### src/rtl/spi_burst_memory.sv
// SPI mode-0 slave giving burst read/write access to an on-chip word memory.
// Command frame is {address, R/W} MSB first; data words follow back to back,
// the address counter advancing (and wrapping) after every word.
//
// state     | meaning
// ----------+------------------------------------------------------------
// IDLE      | waiting for a fresh CS fall
// CMD       | shifting in {address, R/W}
// RD_LOAD   | two-clk memory fetch into the shift register
// RD_SHIFT  | driving the read word on MISO, one bit per SCLK fall
// WR_SHIFT  | shifting in a write word from MOSI
// WR_COMMIT | one-clk write of the received word, address advance
module spi_burst_memory #(
    parameter int ADDR_WIDTH  = 7,
    parameter int DATA_WIDTH  = 8,
    parameter int SYNC_STAGES = 2
) (
    input  logic       clk,
    input  logic       reset,
    input  logic       sclk_pin,
    input  logic       cs_pin,
    input  logic       mosi_pin,
    output logic       miso_pin,
    output logic       miso_oe,
    output logic [3:0] leds
);
    localparam int DEPTH    = 2 ** ADDR_WIDTH;
    localparam int MAX_BITS = (ADDR_WIDTH + 1 > DATA_WIDTH) ? ADDR_WIDTH + 1 : DATA_WIDTH;
    localparam int CNT_W    = $clog2(MAX_BITS);
    localparam int FLUSH_W  = $clog2(SYNC_STAGES + 2);

    localparam logic [CNT_W-1:0]   CMD_LAST   = CNT_W'(ADDR_WIDTH);
    localparam logic [CNT_W-1:0]   DATA_LAST  = CNT_W'(DATA_WIDTH - 1);
    localparam logic [FLUSH_W-1:0] FLUSH_INIT = FLUSH_W'(SYNC_STAGES + 1);

    typedef enum logic [2:0] {
        IDLE, CMD, RD_LOAD, RD_SHIFT, WR_SHIFT, WR_COMMIT
    } state_t;

    state_t                  state;
    logic [SYNC_STAGES-1:0]  cs_sync, sclk_sync, mosi_sync;
    logic                    cs_d, sclk_d, mosi_d;
    logic                    cs_s, sclk_s;
    logic                    cs_fall, cs_rise, sclk_rise, sclk_fall;
    logic [FLUSH_W-1:0]      flush_cnt;
    logic                    armed;
    logic [CNT_W-1:0]        bit_cnt;
    logic [ADDR_WIDTH-1:0]   cmd_sr;
    logic [ADDR_WIDTH-1:0]   addr;
    logic [DATA_WIDTH-1:0]   shift_sr;
    logic [DATA_WIDTH-1:0]   rd_data;
    logic                    load_wait;
    logic                    led_commit;
    logic [DATA_WIDTH-1:0]   mem [DEPTH];

    assign cs_s      = cs_sync[SYNC_STAGES-1];
    assign sclk_s    = sclk_sync[SYNC_STAGES-1];
    assign cs_fall   = cs_d & ~cs_s;
    assign cs_rise   = ~cs_d & cs_s;
    assign sclk_rise = sclk_s & ~sclk_d;
    assign sclk_fall = ~sclk_s & sclk_d;

    // Synchronize the SPI pins and keep one extra flop for edge detection.
    always_ff @(posedge clk) begin
        if (reset) begin
            cs_sync   <= '1;
            sclk_sync <= '0;
            mosi_sync <= '0;
            cs_d      <= 1'b1;
            sclk_d    <= 1'b0;
            mosi_d    <= 1'b0;
        end else begin
            cs_sync   <= {cs_sync[SYNC_STAGES-2:0], cs_pin};
            sclk_sync <= {sclk_sync[SYNC_STAGES-2:0], sclk_pin};
            mosi_sync <= {mosi_sync[SYNC_STAGES-2:0], mosi_pin};
            cs_d      <= cs_s;
            sclk_d    <= sclk_s;
            mosi_d    <= mosi_sync[SYNC_STAGES-1];
        end
    end

    // Arm only after the synchronizer has flushed and CS is seen high, so a
    // CS held low through reset cannot look like a fresh fall.
    always_ff @(posedge clk) begin
        if (reset) begin
            flush_cnt <= FLUSH_INIT;
            armed     <= 1'b0;
        end else if (flush_cnt != '0) begin
            flush_cnt <= flush_cnt - 1'b1;
        end else if (cs_s && cs_d) begin
            armed <= 1'b1;
        end
    end

    // Transaction FSM; a CS rise outranks any SCLK edge seen in the same clk.
    always_ff @(posedge clk) begin
        if (reset) begin
            state      <= IDLE;
            bit_cnt    <= '0;
            cmd_sr     <= '0;
            addr       <= '0;
            shift_sr   <= '0;
            load_wait  <= 1'b0;
            miso_pin   <= 1'b0;
            miso_oe    <= 1'b0;
            led_commit <= 1'b0;
        end else if (cs_rise) begin
            state   <= IDLE;
            bit_cnt <= '0;
            miso_oe <= 1'b0;
            if (state == WR_COMMIT) begin
                addr       <= addr + 1'b1;
                led_commit <= ~led_commit;
            end
        end else begin
            case (state)
                IDLE: begin
                    if (cs_fall && armed) begin
                        state   <= CMD;
                        bit_cnt <= '0;
                        miso_oe <= 1'b0;
                    end
                end
                CMD: begin
                    if (sclk_rise) begin
                        cmd_sr <= {cmd_sr[ADDR_WIDTH-2:0], mosi_d};
                        if (bit_cnt == CMD_LAST) begin
                            addr      <= cmd_sr;
                            bit_cnt   <= '0;
                            load_wait <= 1'b0;
                            state     <= mosi_d ? RD_LOAD : WR_SHIFT;
                        end else begin
                            bit_cnt <= bit_cnt + 1'b1;
                        end
                    end
                end
                RD_LOAD: begin
                    if (!load_wait) begin
                        load_wait <= 1'b1;
                    end else begin
                        load_wait <= 1'b0;
                        shift_sr  <= rd_data;
                        miso_oe   <= 1'b1;
                        state     <= RD_SHIFT;
                    end
                end
                RD_SHIFT: begin
                    if (sclk_fall) begin
                        miso_pin <= shift_sr[DATA_WIDTH-1];
                        shift_sr <= {shift_sr[DATA_WIDTH-2:0], 1'b0};
                    end else if (sclk_rise) begin
                        if (bit_cnt == DATA_LAST) begin
                            bit_cnt <= '0;
                            addr    <= addr + 1'b1;
                            state   <= RD_LOAD;
                        end else begin
                            bit_cnt <= bit_cnt + 1'b1;
                        end
                    end
                end
                WR_SHIFT: begin
                    if (sclk_rise) begin
                        shift_sr <= {shift_sr[DATA_WIDTH-2:0], mosi_d};
                        if (bit_cnt == DATA_LAST) begin
                            bit_cnt <= '0;
                            state   <= WR_COMMIT;
                        end else begin
                            bit_cnt <= bit_cnt + 1'b1;
                        end
                    end
                end
                WR_COMMIT: begin
                    addr       <= addr + 1'b1;
                    led_commit <= ~led_commit;
                    state      <= WR_SHIFT;
                end
                default: state <= IDLE;
            endcase
        end
    end

    // Memory array: not reset; a commit already in progress still lands.
    always_ff @(posedge clk) begin
        rd_data <= mem[addr];
        if (state == WR_COMMIT) begin
            mem[addr] <= shift_sr;
        end
    end

    assign leds = {led_commit,
                   (state == WR_SHIFT) || (state == WR_COMMIT),
                   (state == RD_LOAD)  || (state == RD_SHIFT),
                   state != IDLE};

endmodule
### config.mk
export PLATFORM = sky130hd
export DESIGN_NAME = spi_burst_memory
export DESIGN_NICKNAME = d
export VERILOG_FILES = /design/src/rtl/spi_burst_memory.sv
export SDC_FILE = /design/constraint.sdc
export NUM_CORES = 1
export LEC_CHECK = 0
export ABC_AREA = 1
export BUFFER_PORTS_ARGS = -buffer_cell sky130_fd_sc_hd__buf_2
export CAP_MARGIN = 0
export CORE_UTILIZATION = 57
export DETAILED_ROUTE_END_ITERATION = 10
export HOLD_SLACK_MARGIN = 0.02
export PLACE_DENSITY_LB_ADDON = 0.15
export SLEW_MARGIN = 10
export SYNTH_ARGS = -nofsm -noshare
export SYNTH_HDL_FRONTEND = slang
export SYNTH_SLANG_ARGS = --single-unit
### constraint.sdc
create_clock -name clk -period 2.5 [get_ports clk]
set_clock_uncertainty 0.1 [all_clocks]
set_input_delay 0.375 -clock clk [delete_from_list [all_inputs] [get_ports clk]]
set_output_delay 0.375 -clock clk [all_outputs]
set_load 0.005 [all_outputs]
---- Word level (Yosys, flattened, before mapping) ----
Memory sizes are Yosys's and may differ from the RTL's. A register that Yosys moved wholly into a read port is not among the register bits.
Cells that the tools add are included.
storage, ports and cells
  memories kept ........................... 1
  register bits after elaboration ......... 44
  word-level logic and storage cells ...... 114
  RAM bits ................................ 1024
  output and inout bits ................... 6
  input port bits ......................... 5
cells by class
  bitwise logic cells ..................... 11
  add/subtract/negate cells ............... 3
  multiplexer cells ....................... 37
  equality and inequality tests ........... 22
  reductions and logical operators ........ 23
memory list
  memory  words  width  read ports  clocked after memory_dff  wr ports  line  RTL
  mem     128    8      1           1                         1         54    logic [DATA_WIDTH-1:0] mem [DEPTH];
operator list
  cell                                                 count
  2-to-1 mux 7 bit                                     7
  2-to-1 mux 3 bit                                     14
  2-to-1 mux 8 bit                                     3
  case mux 8 bit (3 select lines)                      1
  case mux 7 bit (3 select lines)                      1
  != test 2 bit, second input constant                 10
  case mux 3 bit (6 select lines)                      1
  != test 3 bit, second input constant                 5
  AND reduction 3 bit                                  4
  nonzero test 3 bit                                   4
  equality test 3 bit, second input constant           3
  case mux 3 bit (3 select lines)                      1
  AND reduction 9 bit                                  1
  adder 7 x 1 -> 7 bit, second input constant          1
  2-to-1 mux 1 bit                                     7
  NOT 1 bit                                            7
  AND reduction 7 bit                                  1
  equality test 3 x 2 -> 1 bit, second input constant  2
  nonzero test 2 bit                                   3
  AND reduction 5 bit                                  1
  AND 1 bit                                            4
  case mux 1 bit (2 select lines)                      2
  AND reduction 4 bit                                  1
  OR reduction 2 bit                                   2
  other kinds (8)                                      10

---- Longest topological paths before layout ----
Gate-level depths: netlist (run 1).
  depth after elaboration ................. 6
  gate-level depth with buffers ........... 15
  gate-level depth less buffers ........... 13

---- Worst setup path after synthesis (run 1) ----
Ideal clock, no wire load.
  path type ............................... register to register
  from .................................... reg shift_sr[0]
  to ...................................... mem mem[0][0] (data pin)
  cell stages (with the launch flop) ...... 1
  period minus slack after synthesis ...... 2507 ps
  required time ........................... 1864 ps
  data arrival time ....................... 1872 ps
  path slack .............................. -7 ps
  path buffers ............................ 0
  library setup time ...................... 536 ps
  cell sequence ........................... dfxtp_1
RTL lines
  item                    line  RTL
  start, declared         50    logic [DATA_WIDTH-1:0] shift_sr;
  start signal, assigned  142   shift_sr <= rd_data;
  start signal, assigned  150   shift_sr <= {shift_sr[DATA_WIDTH-2:0], 1'b0};
  start signal, assigned  163   shift_sr <= {shift_sr[DATA_WIDTH-2:0], mosi_d};
  end, declared           54
Straight into the memory's write port.

==> impl_results.md, run 1 <==
* Postcts setup bufs at 0
* Num rows at 103
* Initial antenna violation count at 0
* Type of the worst setup path: reg -> reg
* Top Ports at 11
* Synth top area share at 67.2%
* Fill cell count at 6170
* Worst VDD drop at 732 µV
* Max Freq at 420 MHz
* Synth Cell Area at 45800 µm²
* Die Y at 285 µm
* Area leader, netlist: edfxtp_1
* DRT iter0 DRCs at 3345
* Setup ws final at 117 ps
* Diodes inserted at 0
* Overall Power at 55.1 mW
* Final max-slew violation count at 0
* Pre-CTS WS at -62.2 ps
* Unrepaired setup endpoints after global routing: no
* Layout overhead on the synthesized area at 14.7%
* P_sw at 19.6 mW
* Hold Path Class: reg -> reg
* Fin crit period at 2380 ps
* Clk network pwr share at 28.1%
* Initial core utilization at 57.8%
* Number of global-route vias before repair at 31000
* Worst-path maximum fanout at 43
* Most frequent cell on the critical path: nand2_1
* DR vias/cell at 5.37
* Total grt overflow at 0
* Seq cells post-synth at 1076
* Die Area at 81500 µm²
* Outcome: complete, no violations
* CP endpoint kind: flip-flop
* Final GP Congestion at 0.866
* Rel. slew slack at 57.3%
* Synth cell types at 39
* Core Util, Final at 66.2%
* Register area share after synthesis at 69.4%
* Die W at 285 µm
* Seq pwr share at 41.3%
* Maxcap violations at 0
* Clock latency at the later pin of the worst-skew pair at 680 ps
* Via count at 32100
* Post-DP Area at 49000 µm²
* Gr usage total at 28.8%
* Final setup viols at 0
* Worst-path clk slew at 60 ps
* Post-route cell area at 52500 µm²
* Syn_area_per_cell at 9.84 µm²
* Worst EP arrival at 2900 ps
* Crit start category: flip-flop
* CTS tree: built
* DP Wirelength at 70000 µm
* LEAKAGE at 22.2 nW
* Async S/R FF share, synth at 0%
* Final cycle utilization of the critical path at 95.3%
* EDFF count, synth at 1024
* Slowest cell on crit path: dfxtp_4
* Layout cells sized above 1 at 10.3%
* Delay of the slowest cell on the worst path at 430 ps
* Layout Nets at 4845
* First-pass GRT wire length at 179000 µm
* Pin count of the biggest net entering global routing at 74
* DR pass1 iterations at 6
* WP data required at 3020 ps
* Core area at 79300 µm²
* DRC viols at 0
* TritonCTS Buffers at 110
* Post-synthesis cell count at 4652
* Power Density at 1050 nW/µm²
* Final hold vios at 0
* Clock buffer depth at 3
* Pint at 35.5 mW
* Routed Antenna Nets at 0
* CP cell instances: buf_12 -> buf_16 -> buf_12 -> nand2_1 -> nand2_1 -> nand2_1 -> nand2_1 -> nand2_1 -> nand2_1 -> nand2_1 -> nand2_1 -> nor2_1 -> nor2_1 -> nor2_1 -> nand2_1
* Synthesized Nets at 4661
* I/O Buffers at 10
* Comb pwr share at 30.6%
* Routed wire length at 117000 µm
* Top post-synthesis cells by area: edfxtp_1, nand2_1, dfxtp_1, nor2_1, buf_2
* Wirelength per Cell at 19.5 µm
* Worst slew pin tran at 640 ps
* CTS sink count at 1076
* Setup_tns at 0 ps
* Synth warn at 0
* Root cell of the clock tree: clkbuf_16
* Synth Flop Type: edfxtp_1
* Switch share at 35.6%
* H-tree Lvls at 3
==> per-stage QoR <==
stage               cells  hold WS (ps)
finish               5973           311
global route         5973           322
floorplan            4652           288
CTS                  5971           287
global placement     5768           297
detailed placement   5768           302
==> power by group through the flow <==
stage | logic (mW) | clock network (mW) | registers, mW
6_report | 16.9 | 15.5 | 22.8
5_1_grt | 18.6 | 16.4 | 22.8
4_1_cts | 16.6 | 15.7 | 22.7
3_5_place_dp | 16.5 | 0 | 23.1
3_3_place_gp | 16.3 | 0 | 23.1
2_1_floorplan | 9.32 | 0 | 23.6
==> synth_stat cells (2+ instances only) <==
master    count
nand2_1    2802
edfxtp_1   1024
nor2_1      271
clkbuf_1    103
inv_1        89
buf_2        81
dfxtp_1      52
nand3_1      44
buf_1        36
o21ai_0      35
a21oi_1      32
a31oi_1      10
or2_2        10
inv_2         9
nand2_2       5
nor3_1        5
ha_1          4
o211ai_1      4
inv_4         3
nor2_8        3
or2_0         3
a211oi_1      2
buf_4         2
nand3_2       2
nor2_2        2
nor2_4        2
nor4_1        2
o21ai_1       2
o21ai_2       2
xor2_1        2
==> flip-flops by register name, summed over array words and instances (netlist names) <==
name / count
mem: 1024
rd_data: 8
shift_sr: 8
addr: 7
cmd_sr: 7
bit_cnt: 3
state: 3
cs_sync: 2
flush_cnt: 2
mosi_sync: 2
sclk_sync: 2
armed: 1
cs_d: 1
led_commit: 1
load_wait: 1
miso_oe: 1
miso_pin: 1
mosi_d: 1
sclk_d: 1
==> worst paths after layout <==
check,endpoint,start,slack [ps],depth (start not counted)
setup reg to reg,rd_data[0],addr[0],120,15
hold reg to reg,mosi_d,mosi_sync[1],310,2
setup / recovery,rd_data[0],addr[0],120,15
hold / removal,mosi_d,mosi_sync[1],310,2
==> repair_timing <==
action	4_1_cts	5_1_grt
gates cloned	0	2
hold buffers	4	0
setup endpoints to repair	1	3
gates resized for setup	2	8
hold endpoints to repair	11	0
==> cells in the final DEF (no fill, tap or decap), types with 10 or more instances in the layout <==
master	instances
clkbuf_16	112
buf_12	45
clkbuf_1	30
nand3_1	40
clkinv_1	17
a21oi_1	32
buf_4	229
dfxtp_4	11
nand2_1	2802
inv_1	89
o21ai_0	35
clkinv_2	21
or2_2	10
nor2_1	265
a31oi_1	10
buf_2	10
dfxtp_1	41
edfxtp_1	1024
==> layer usage <==
layer  wire length (µm)  global-route usage, %  vias up
met5                  0                      0        -
met4               4090                   10.4        0
met3               9450                   3.76      239
met2              54100                   46.0     1327
met1              48900                   40.7    15100
li1                   -                      -    15400
==> area by class of cell <==
| type | count | area (µm²) | share of cell area (%) |
|---|---|---|---|
| Inverter | 101 | 413 | 0.786 |
| Clock buffer | 141 | 2880 | 5.48 |
| Sequential cell | 1076 | 31800 | 60.6 |
| Clock inverter | 58 | 503 | 0.958 |
| Timing Repair Buffer | 295 | 2880 | 5.49 |
| Multi-Input combinational cell | 3252 | 12700 | 24.2 |
| Tap cell | 1050 | 1310 | 2.50 |
==> kinds of logic after synthesis <==
group | synth area share (%)
AND/OR/NAND/NOR | 26.4
adder cells (fa/ha/maj) | 0.109
AO/OA/AOI/OAI | 1.06
XOR/XNOR | 0.0383
buffers and inverters | 2.93
flip-flops | 69.4
==> critical path, delay by kind of cell (launching register included) <==
family	cells	cell delay, ps
buf+inv	3	690
flops	1	430
simple gates	12	1060
No activity file was read; power rests on OpenSTA's default activity.
==> run 2, diff against run 1 <==
--- a/config.mk
+++ b/config.mk
@@ -8,7 +8,8 @@
 export ABC_AREA = 1
 export BUFFER_PORTS_ARGS = -buffer_cell sky130_fd_sc_hd__buf_2
 export CAP_MARGIN = 0
-export CORE_UTILIZATION = 57
+export CORE_MARGIN = 5
+export CORE_UTILIZATION = 65
 export DETAILED_ROUTE_END_ITERATION = 10
 export HOLD_SLACK_MARGIN = 0.02
 export PLACE_DENSITY_LB_ADDON = 0.15
==> constraint.sdc (replaced) <==
create_clock -name clk -period 2.8 [get_ports clk]
set_clock_uncertainty 0.1 [all_clocks]
set_input_delay 0.42 -clock clk [delete_from_list [all_inputs] [get_ports clk]]
set_output_delay 0.42 -clock clk [all_outputs]
set_load 0.005 [all_outputs]
==> run 2 against run 1 <==
Cell count is 2.7% lower; register-to-register slack better by 98 ps; combinational power shrank 17%; clock-buffer cell count up 10; die area fell by 6.9%; core utilization rose by 7.6 points.
==> impl_results.md, run 2 (synthesis gave the netlist of run 1 again) <==
* Clock latency at the later pin of the worst-skew pair at 680 ps
* LEAKAGE at 21.8 nW
* H-tree Lvls at 3
* Root cell of the clock tree: clkbuf_16
* Clock buffer depth at 3
* Slowest cell on crit path: dfxtp_4
* DP Wirelength at 70500 µm
* Pin count of the biggest net entering global routing at 106
* Routed Antenna Nets at 0
* Hold Path Class: in -> reg
* Worst-path maximum fanout at 43
* Setup_tns at 0 ps
* Delay of the slowest cell on the worst path at 500 ps
* I/O Buffers at 10
* Post-DP Area at 48300 µm²
* CP endpoint kind: flip-flop
* Via count at 32600
* Worst Hold End: cs_d
* Reg with most FFs: mem
* Final max-slew violation count at 0
* Worst EP arrival at 3040 ps
* Worst R2R Setup Slack at 220 ps
* Clk network pwr share at 28.2%
* Most frequent cells in the layout: nand2_1, edfxtp_1, nor2_1
* Pint at 31.2 mW
* Final setup viols at 0
* Diodes inserted at 0
* Fin crit period at 2580 ps
* CTS sink count at 1076
* Comb pwr share at 29.1%
* Die Area at 75800 µm²
* Switch share at 35.7%
* FF-to-FF Start: addr[0]
* Largest register FFs at 1024
* Post-route cell area at 51600 µm²
* Die W at 275 µm
* DR pass1 iterations at 9
* Hold_sp: reset
* Hold depth at 3
* Initial antenna violation count at 1
* Layout overhead on the synthesized area at 12.8%
* Worst-path clk slew at 60 ps
* P_sw at 17.3 mW
* R2R depth at 15
* Final hold vios at 0
* Top Ports at 11
* DRC viols at 0
* WP data required at 3250 ps
* Outcome: complete, no violations
* Number of global-route vias before repair at 31000
* Worst slew pin tran at 914 ps
* TritonCTS Buffers at 106
* Rel. slew slack at 39.1%
* Layout cells sized above 1 at 9.26%
* Maxcap violations at 0
* Max Freq at 387 MHz
* Final cycle utilization of the critical path at 92.3%
* Power Density at 940 nW/µm²
* Routed wire length at 116000 µm
* DR vias/cell at 5.61
* CTS tree: built
* Type of the worst setup path: reg -> reg
* Overall Power at 48.5 mW
* Crit start category: flip-flop
* Gr usage total at 30.7%
* Die Y at 275 µm
* Largest regs: mem (1024), rd_data (8), shift_sr (8)
* Most frequent cell on the critical path: nand2_1
* Wirelength per Cell at 20.0 µm
* Total grt overflow at 0
* First-pass GRT wire length at 177000 µm
* Final GP Congestion at 0.950
* Worst VDD drop at 683 µV
* Commonest non-fill, non-tap cell in the layout: nand2_1
* Core area at 69900 µm²
* Unrepaired setup endpoints after global routing: no
* Initial core utilization at 65.5%
* DRT iter0 DRCs at 4210
* Num rows at 97
* Layout Nets at 4793
* Seq pwr share at 42.8%
* FF-to-FF End: rd_data[2]
* CP cell instances: inv_8 -> buf_12 -> buf_4 -> nand2_1 -> nand2_1 -> nand2_1 -> nand2_1 -> nand2_1 -> nand2_1 -> nand2_1 -> nand2_1 -> nor2_1 -> nor2_1 -> nor2_1 -> nand2_1
-- run 2: cell count changes in the layout (fill, tap and decap cells not counted), sizes merged --
| cell | previous run | this run |
|---|---|---|
| buf | 289 | 244 |
| clkinv | 44 | 31 |
| clkbuf | 143 | 151 |
| clkinvlp | 5 | 3 |
| inv | 104 | 106 |
| bufinv | 6 | 5 |
| dlygate4sd3 | 4 | 3 |
-- run 2: worst max-delay path by stage --
| stage | cells past startpoint | start | end | slack [ps] |
|---|---|---|---|---|
| after global placement | 15 | addr[0] | rd_data[2] | 330 |
| final | 15 | addr[0] | rd_data[2] | 220 |
| after detailed placement | 15 | addr[0] | rd_data[2] | 340 |
| after floorplan | 0 | shift_sr[0] | mem[0][0] | 290 |
| after global routing | 15 | addr[0] | rd_data[2] | 150 |
| after CTS | 15 | addr[0] | rd_data[2] | 310 |
-- run 2: final cells by class --
| class | instances | area (µm²) |
|---|---|---|
| inverters | 101 | 404 |
| well taps | 940 | 1180 |
| clock inverters | 44 | 382 |
| repair buffers | 247 | 2220 |
| fillers | 4807 | 18300 |
| flip-flops and latches | 1076 | 31800 |
| clock buffers | 151 | 2940 |
| multi-input cells | 3252 | 12700 |
-- run 2: timing repair --
item | 4_1_cts | 5_1_grt
buffers inserted | 0 | 0
hold buffers | 3 | 0
hold endpoints to repair | 3 | 0
gates resized for setup | 0 | 0
-- run 2: critical path, delay by kind of cell (launching register included) --
| kind | cells | cell delay, ps |
|---|---|---|
| buf+inv | 3 | 620 |
| flops | 1 | 500 |
| simple gates | 12 | 1210 |
-- run 2: metrics by stage --
stage	std cells	utilization, %	setup slack (ps)	hold WS (ps)
6_report	5811	73.8	216	104
5_1_grt	5811	73.8	147	102
4_1_cts	5811	73.8	315	89.6
3_5_place_dp	5613	69.0	340	294
3_3_place_gp	5613	69.0	332	291
2_1_floorplan	4652	-	293	288
-- run 2: metal layers --
layer	vias to the layer above	part of all wire, %	track usage [%]
li1	15300	-	-
met1	15200	39	43.1
met2	1751	46	48.2
met3	327	11	6.68
met4	4	4.1	11.4
met5	-	0.040	0
-- run 2: power by group through the flow --
stage / Clock [mW] / Sequential [mW] / Combinational [mW]
global placement: 0 / 21.0 / 13.6
finish: 13.7 / 20.7 / 14.1
detailed placement: 0 / 21.1 / 13.8
global route: 14.5 / 20.8 / 15.6
CTS: 13.8 / 20.7 / 13.9
floorplan: 0 / 21.1 / 8.32
